### config.mk
export PLATFORM = sky130hd
export DESIGN_NAME = x87_issue_ctrl
export DESIGN_NICKNAME = d
export VERILOG_FILES = /design/src/rtl/x87_issue_ctrl.sv
export SDC_FILE = /design/constraint.sdc
export NUM_CORES = 1
export LEC_CHECK = 0
export BUFFER_PORTS_ARGS = -buffer_cell sky130_fd_sc_hd__buf_2
export CELL_PAD_IN_SITES_DETAIL_PLACEMENT = 0
export CELL_PAD_IN_SITES_GLOBAL_PLACEMENT = 1
export CORE_MARGIN = 5
export CORE_UTILIZATION = 44
export DETAILED_ROUTE_END_ITERATION = 8
export PLACE_DENSITY_LB_ADDON = 0.08
export RECOVER_POWER = 25
export SLEW_MARGIN = 40
export SYNTH_ARGS = -nofsm -noshare
export SYNTH_HDL_FRONTEND = slang
export SYNTH_SLANG_ARGS = --single-unit
### constraint.sdc
create_clock -name clk -period 6.4 [get_ports clk]
set_input_delay 0.96 -clock clk [delete_from_list [all_inputs] [get_ports clk]]
set_output_delay 0.96 -clock clk [all_outputs]
set_load 0.01 [all_outputs]
### src/rtl/x87_issue_ctrl.sv
// x87 issue controller: queues front-end opcode byte pairs, hands the FIFO head to the x87 decoder,
// serializes FWAIT/FNSTSW AX, defers unmasked FPU exceptions (#MF) and issues up to two commands.
// Latency: push in N -> head on dec_* in N+1 -> ex_valid in N+2; best case one issue every 2 cycles.
// Backpressure: in_ready drops when the FIFO holds QDEPTH entries; ex_valid/ex_cmd/ex_idx hold until ex_ready.
//
// Ports:
//   clk, rst                          rising-edge clock, synchronous active-high reset
//   in_valid/in_ready, in_op1/in_op2/in_op2_valid   instruction push handshake and bytes
//   flush, clr_err                    front-end flush, pending-exception clear (FNCLEX)
//   dec_op1/dec_op2/dec_op2_valid     FIFO head, combinational to the decoder
//   dec_cmd/dec_cmd_valid/dec_idx     decoder result for the head (same cycle)
//   ex_valid/ex_ready, ex_cmd/ex_idx  issue handshake and command to the executor
//   ex_done/ex_err                    completion pulse, unmasked exception flag
//   ctrl_busy, ud_pulse, mf_pulse, to_pulse, fwait_done, err_pending   status

module x87_issue_ctrl #(
   parameter int QDEPTH       = 2,
   parameter int BUSY_TIMEOUT = 255
) (
   input  logic       clk,
   input  logic       rst,
   input  logic       in_valid,
   output logic       in_ready,
   input  logic [7:0] in_op1,
   input  logic [7:0] in_op2,
   input  logic       in_op2_valid,
   input  logic       flush,
   input  logic       clr_err,
   output logic [7:0] dec_op1,
   output logic [7:0] dec_op2,
   output logic       dec_op2_valid,
   input  logic [4:0] dec_cmd,
   input  logic       dec_cmd_valid,
   input  logic [2:0] dec_idx,
   output logic       ex_valid,
   input  logic       ex_ready,
   output logic [4:0] ex_cmd,
   output logic [2:0] ex_idx,
   input  logic       ex_done,
   input  logic       ex_err,
   output logic       ctrl_busy,
   output logic       ud_pulse,
   output logic       mf_pulse,
   output logic       to_pulse,
   output logic       fwait_done,
   output logic       err_pending
);

   localparam int PW = $clog2(QDEPTH);
   localparam int CW = $clog2(QDEPTH + 1);

   localparam logic [4:0] CMD_NOP    = 5'd0;
   localparam logic [4:0] CMD_FNSTSW = 5'd1;
   localparam logic [4:0] CMD_FNINIT = 5'd2;
   localparam logic [4:0] CMD_FNSTCW = 5'd4;
   localparam logic [4:0] CMD_FWAIT  = 5'd5;

   typedef struct packed {
      logic [7:0] op1;
      logic [7:0] op2;
      logic       op2_vld;
   } entry_t;

   typedef enum logic [1:0] {ST_IDLE, ST_ISSUE, ST_DRAIN} state_t;

   entry_t          fifo_q [QDEPTH];
   entry_t          fifo_d [QDEPTH];
   logic [PW-1:0]   wr_ptr_q, wr_ptr_d;
   logic [PW-1:0]   rd_ptr_q, rd_ptr_d;
   logic [CW-1:0]   cnt_q, cnt_d;
   state_t          state_q, state_d;
   logic [1:0]      outst_q, outst_d;
   logic [7:0]      wdog_q, wdog_d;
   logic [4:0]      ex_cmd_q, ex_cmd_d;
   logic [2:0]      ex_idx_q, ex_idx_d;
   logic            ud_q, ud_d;
   logic            mf_q, mf_d;
   logic            to_q, to_d;
   logic            fwd_q, fwd_d;
   logic            err_q, err_d;

   entry_t head;
   logic   fifo_empty, fifo_full;
   logic   push, pop, fifo_clr, mf_clr;
   logic   latch, fninit_clr;
   logic   issue_hs, done_eff, wdog_fire, err_set, drained;
   logic   is_nonwait, is_serial, is_wait;

   assign head       = fifo_q[rd_ptr_q];
   assign fifo_empty = (cnt_q == '0);
   assign fifo_full  = (cnt_q == CW'(QDEPTH));

   // Command classes; FWAIT is serializing only, never "waiting".
   assign is_nonwait = (dec_cmd == CMD_NOP) || (dec_cmd == CMD_FNSTSW) ||
                       (dec_cmd == CMD_FNINIT) || (dec_cmd == CMD_FNSTCW);
   assign is_serial  = (dec_cmd == CMD_FWAIT) || (dec_cmd == CMD_FNSTSW);
   assign is_wait    = !is_nonwait && (dec_cmd != CMD_FWAIT);

   assign issue_hs = (state_q == ST_ISSUE) && ex_ready;
   // A completion with nothing outstanding is stale (e.g. from before a reset).
   assign done_eff = ex_done && (outst_q != 2'd0);
   assign drained  = (outst_q == 2'd0) || ((outst_q == 2'd1) && done_eff);

   // Watchdog: counts cycles with work outstanding and no completion.
   always_comb begin
      wdog_fire = 1'b0;
      if ((outst_q == 2'd0) || ex_done) begin
         wdog_d = '0;
      end else begin
         wdog_d = wdog_q + 8'd1;
         if (wdog_d == 8'(BUSY_TIMEOUT)) begin
            wdog_fire = 1'b1;
            wdog_d    = '0;
         end
      end
   end

   assign err_set = (done_eff && ex_err) || wdog_fire;

   // Issue FSM
   always_comb begin
      state_d    = state_q;
      pop        = 1'b0;
      mf_clr     = 1'b0;
      latch      = 1'b0;
      fninit_clr = 1'b0;
      ud_d       = 1'b0;
      mf_d       = 1'b0;
      fwd_d      = 1'b0;
      if (flush) begin
         state_d = ST_IDLE;
      end else begin
         case (state_q)
            ST_IDLE: begin
               if (!fifo_empty) begin
                  if (!dec_cmd_valid) begin
                     ud_d = 1'b1;
                     pop  = 1'b1;
                  end else if (is_wait && err_q) begin
                     // Deferred #MF: raise it and drop everything queued behind it.
                     mf_d   = 1'b1;
                     mf_clr = 1'b1;
                  end else if (is_serial) begin
                     state_d = ST_DRAIN;
                  end else if (outst_q != 2'd2) begin
                     latch      = 1'b1;
                     pop        = 1'b1;
                     state_d    = ST_ISSUE;
                     fninit_clr = (dec_cmd == CMD_FNINIT);
                  end
               end
            end
            ST_ISSUE: begin
               if (ex_ready) begin
                  state_d = ST_IDLE;
               end
            end
            ST_DRAIN: begin
               if (fifo_empty) begin
                  state_d = ST_IDLE;
               end else if (drained) begin
                  if (dec_cmd == CMD_FWAIT) begin
                     // An error reported by the completion that finishes the drain counts too.
                     pop     = 1'b1;
                     mf_d    = err_q || err_set;
                     fwd_d   = !(err_q || err_set);
                     state_d = ST_IDLE;
                  end else if (dec_cmd == CMD_FNSTSW) begin
                     latch   = 1'b1;
                     pop     = 1'b1;
                     state_d = ST_ISSUE;
                  end else begin
                     state_d = ST_IDLE;
                  end
               end
            end
            default: state_d = ST_IDLE;
         endcase
      end
   end

   // FIFO storage and pointers
   assign fifo_clr = flush || mf_clr;
   assign push     = in_valid && !fifo_full && !fifo_clr;

   always_comb begin
      fifo_d = fifo_q;
      if (push) begin
         fifo_d[wr_ptr_q] = '{op1: in_op1, op2: in_op2, op2_vld: in_op2_valid};
      end
      if (fifo_clr) begin
         wr_ptr_d = wr_ptr_q;
         rd_ptr_d = wr_ptr_q;
         cnt_d    = '0;
      end else begin
         wr_ptr_d = wr_ptr_q + PW'(push);
         rd_ptr_d = rd_ptr_q + PW'(pop);
         cnt_d    = cnt_q + CW'(push) - CW'(pop);
      end
   end

   // Outstanding counter, exception flag and issue register
   always_comb begin
      outst_d = outst_q;
      if (wdog_fire) begin
         outst_d = 2'd0;
      end else if (issue_hs && !done_eff) begin
         outst_d = (outst_q == 2'd2) ? 2'd2 : outst_q + 2'd1;
      end else if (!issue_hs && done_eff) begin
         outst_d = outst_q - 2'd1;
      end

      // Set has priority over clear.
      if (err_set) begin
         err_d = 1'b1;
      end else if (clr_err || fninit_clr) begin
         err_d = 1'b0;
      end else begin
         err_d = err_q;
      end

      ex_cmd_d = latch ? dec_cmd : ex_cmd_q;
      ex_idx_d = latch ? dec_idx : ex_idx_q;
      to_d     = wdog_fire;
   end

   always_ff @(posedge clk) begin
      if (rst) begin
         for (int i = 0; i < QDEPTH; i++) begin
            fifo_q[i] <= '0;
         end
         wr_ptr_q <= '0;
         rd_ptr_q <= '0;
         cnt_q    <= '0;
         state_q  <= ST_IDLE;
         outst_q  <= '0;
         wdog_q   <= '0;
         ex_cmd_q <= '0;
         ex_idx_q <= '0;
         ud_q     <= 1'b0;
         mf_q     <= 1'b0;
         to_q     <= 1'b0;
         fwd_q    <= 1'b0;
         err_q    <= 1'b0;
      end else begin
         for (int i = 0; i < QDEPTH; i++) begin
            fifo_q[i] <= fifo_d[i];
         end
         wr_ptr_q <= wr_ptr_d;
         rd_ptr_q <= rd_ptr_d;
         cnt_q    <= cnt_d;
         state_q  <= state_d;
         outst_q  <= outst_d;
         wdog_q   <= wdog_d;
         ex_cmd_q <= ex_cmd_d;
         ex_idx_q <= ex_idx_d;
         ud_q     <= ud_d;
         mf_q     <= mf_d;
         to_q     <= to_d;
         fwd_q    <= fwd_d;
         err_q    <= err_d;
      end
   end

   assign in_ready      = !fifo_full;
   assign dec_op1       = head.op1;
   assign dec_op2       = head.op2;
   assign dec_op2_valid = head.op2_vld;
   assign ex_valid      = (state_q == ST_ISSUE);
   assign ex_cmd        = ex_cmd_q;
   assign ex_idx        = ex_idx_q;
   assign ctrl_busy     = !fifo_empty || (state_q != ST_IDLE) || (outst_q != 2'd0);
   assign ud_pulse      = ud_q;
   assign mf_pulse      = mf_q;
   assign to_pulse      = to_q;
   assign fwait_done    = fwd_q;
   assign err_pending   = err_q;

endmodule

==> results.toml <==
[clock_tree]
cts-resized-gates = 0
clockBufferDepth = 2
cts_tree = "yes"
clock-root-buffer = "clkbuf_8"
cts_buffers = 9
cts_hold_buf = 0
clock_latency_ns = 0.34
htreeDepth = 3
cts.sinks = 63
postCtsSetupBuffers = 0
clk_pin_slew_ns = 0.06

[layout]
num-fill-cells = 637
regArea_um2 = 1262
multi_input_area_um2 = 1614
final-instance-count-excl-fill = 447
final_layout_size_suffix_gt1_share_pct = 24.59
fin_nets = 411
antenna_cells = 0
final_common_cell = "dfxtp_1"
postLayoutCellArea_um2 = 3480
area_growth_pct = 17.54
most-common-layout-cells = "62 x dfxtp_1, 55 x nor2_1, 51 x buf_2"

[synthesis]
yosysWarnings = 0
avgSynthCellArea_um2 = 9.706
synth_seq_cells = 63
ys_seq_area_share_pct = 42.60
yosys_most_used_dff = "dfxtp_1"
syn_area_um2 = 2960
syn_nets = 349
synth_edf_count = 0
netlist_instances = 305
async_flop_share_pct = 0
synth_cell_type_count = 42

[global_routing]
grt_pass1_wl_um = 10370
antenna_found_initial = 0
grt_pass1_vias = 2224
grt_max_degree = 63
grt-ovfl-total = 0
track_usage_pct = 15.18

[hold_path]
hold_depth = 2
hp-class = "flip-flop to flip-flop"
min_to = "ex_cmd[3]$_SDFFE_PP0P_"
hp-start = "ex_cmd[3]$_SDFFE_PP0P_"

[timing]
finalSetupTns_ns = 0
hold_ws_ns = 0.4722
finalCritPeriodShare_pct = 49.27
relSlewSlack_pct = -63.35
worstMarginPinSlew_ns = 2.450
finClkSkew_ns = 0.008299
finalSetupViolations = 0
timing.final.crit_period_ns = 3.153
rsz0062_at_grt = "false"
fmax_mhz = 317.1
finalMaxSlewViolations = 63
finalHoldViolCount = 0

[floorplan]
core-area_um2 = 6459
die_x_um = 92.03
die_height_um = 92.03
io_pins = 67
initial_core_util_pct = 45.83
rows = 29
die_area_um2 = 8469

[placement]
post-dp-hpwl_um = 4313
numPortBuffers = 66
place.gp.congestion = 0.8854
placed_area_um2 = 3344
dp_cells = 433

[critical_path]
cp_slowest_cell = "clkbuf_1"
max_stage_delay_ns = 1.70
crit_path_start_kind = "input port"
crit_family = "buffers and inverters"
crit_top_cell = "nor2_1"
cp-end-kind = "flip-flop"
regToRegStartpoint = "state_q[0]$_SDFFE_PP0P_"
rr_endpoint = "cnt_q[1]$_SDFF_PP0_"
critPathMaxFanout = 62
critPathBufInv = 1
path_cells = "clkbuf_1 -> nor2_1 -> o31ai_1 -> nor2_1"
worstPathRequired_ns = 6.59
r2r_cells = 10
reg2reg_slack_ns = 3.65
arrival_ns = 3.34
worst-setup-path-type = "input port to flip-flop"

[detailed_routing]
drt_iter0_drc = 64
routed_wl_um = 6226
firstDrtPassIters = 6
dr_total_vias = 2331
ant_nets = 0
post_drt_wl_per_cell_um = 13.93
vias_per_cell = 5.215
remaining_drc_errors = 0

[power]
p_leak_uw = 0.001410
finalPower_uw = 829.4
p_per_area_nw_per_um2 = 238.4
ir_worst_vdd_v = 0.0001454

[status]
violations = "capacitance limit, slew limit"
status = "complete, but fails checks"

[job]
cap_viol_max_count = 1
==> worst max-delay path by stage <==
stage	startpoint	endpoint	slack (ns)	depth (start not counted)
floorplan	dec_cmd[3]	fifo_q[11]$_SDFFE_PP0P_	3.20	10
global placement	dec_cmd[3]	fifo_q[31]$_SDFFE_PP0P_	2.93	9
detailed placement	dec_cmd[1]	ex_idx[2]$_SDFFE_PP0P_	3.21	5
CTS	dec_cmd[3]	fifo_q[25]$_SDFFE_PP0P_	3.55	9
global route	rst	wdog_q[7]$_SDFF_PP0_	2.93	4
finish	rst	wdog_q[4]$_SDFF_PP0_	3.25	4
==> cells in the mapped netlist, types with 4 or more instances <==
master	number	area, um^2
inv_1	9	33.78
nand4_1	4	25.02
mux2_2	17	191.4
ha_1	10	125.1
nand2_1	4	15.01
dfxtp_1	63	1261
nand2b_1	18	112.6
nor3_1	5	25.02
nor2_1	55	206.5
nand3_1	6	30.03
mux2i_1	43	430.4
clkbuf_1	15	56.30
xor2_1	6	52.55
==> logic make-up after synthesis <==
group,after synthesis,share of synthesized area [%]
AND/OR/NAND/NOR,117,20.37
buffers and inverters,24,3.043
adder cells (fa/ha/maj),10,4.227
AO/OA/AOI/OAI,22,6.087
flip-flops,63,42.60
multiplexers,60,21.01
XOR/XNOR,9,2.663
==> state kept, by name (all words and copies together) (netlist names) <==
signal       flops
fwait_done       1
err_pending      1
to_pulse         1
wr_ptr_q         1
cnt_q            2
mf_pulse         1
ex_idx           3
rd_ptr_q         1
ex_cmd           5
state_q          2
fifo_q          34
wdog_q           8
ud_pulse         1
outst_q          2
==> power breakdown <==
group | internal [uW] | switching (uW) | leakage [uW]
combinational | 55.7 | 63.3 | 0.000811
clock | 145 | 146 | 0.0000877
sequential | 407 | 12.6 | 0.000511
total | 608 | 222 | 0.00141
==> worst min-delay path, cell delays in order, from the launching register on <==
cell,delay [ns]
dfxtp_1,0.31
nand2b_1,0.06
mux2i_1,0.06
==> through the flow <==
step	worst slack, ns	util (%)
after floorplan	3.204	-
after global placement	2.933	51.57
after detailed placement	3.206	51.78
after CTS	3.549	54.28
after global routing	2.927	53.87
final	3.247	53.87
==> area by class of cell <==
cell class / count / area share (%)
well taps: 77 / 2.769
repair buffers: 66 / 8.954
inverters: 9 / 0.9709
clock inverters: 4 / 0.6832
clock buffers: 10 / 3.955
flip-flops and latches: 63 / 36.28
multi-input cells: 218 / 46.39
==> routing by layer <==
layer,track usage [%],vias up,routed length [um]
met5,0,-,0
met4,6.559,0,68
met3,5.237,6,426
met2,22.87,63,2744
met1,19.73,1070,2986
li1,-,1192,-
Power figures use the tool's default switching activity.
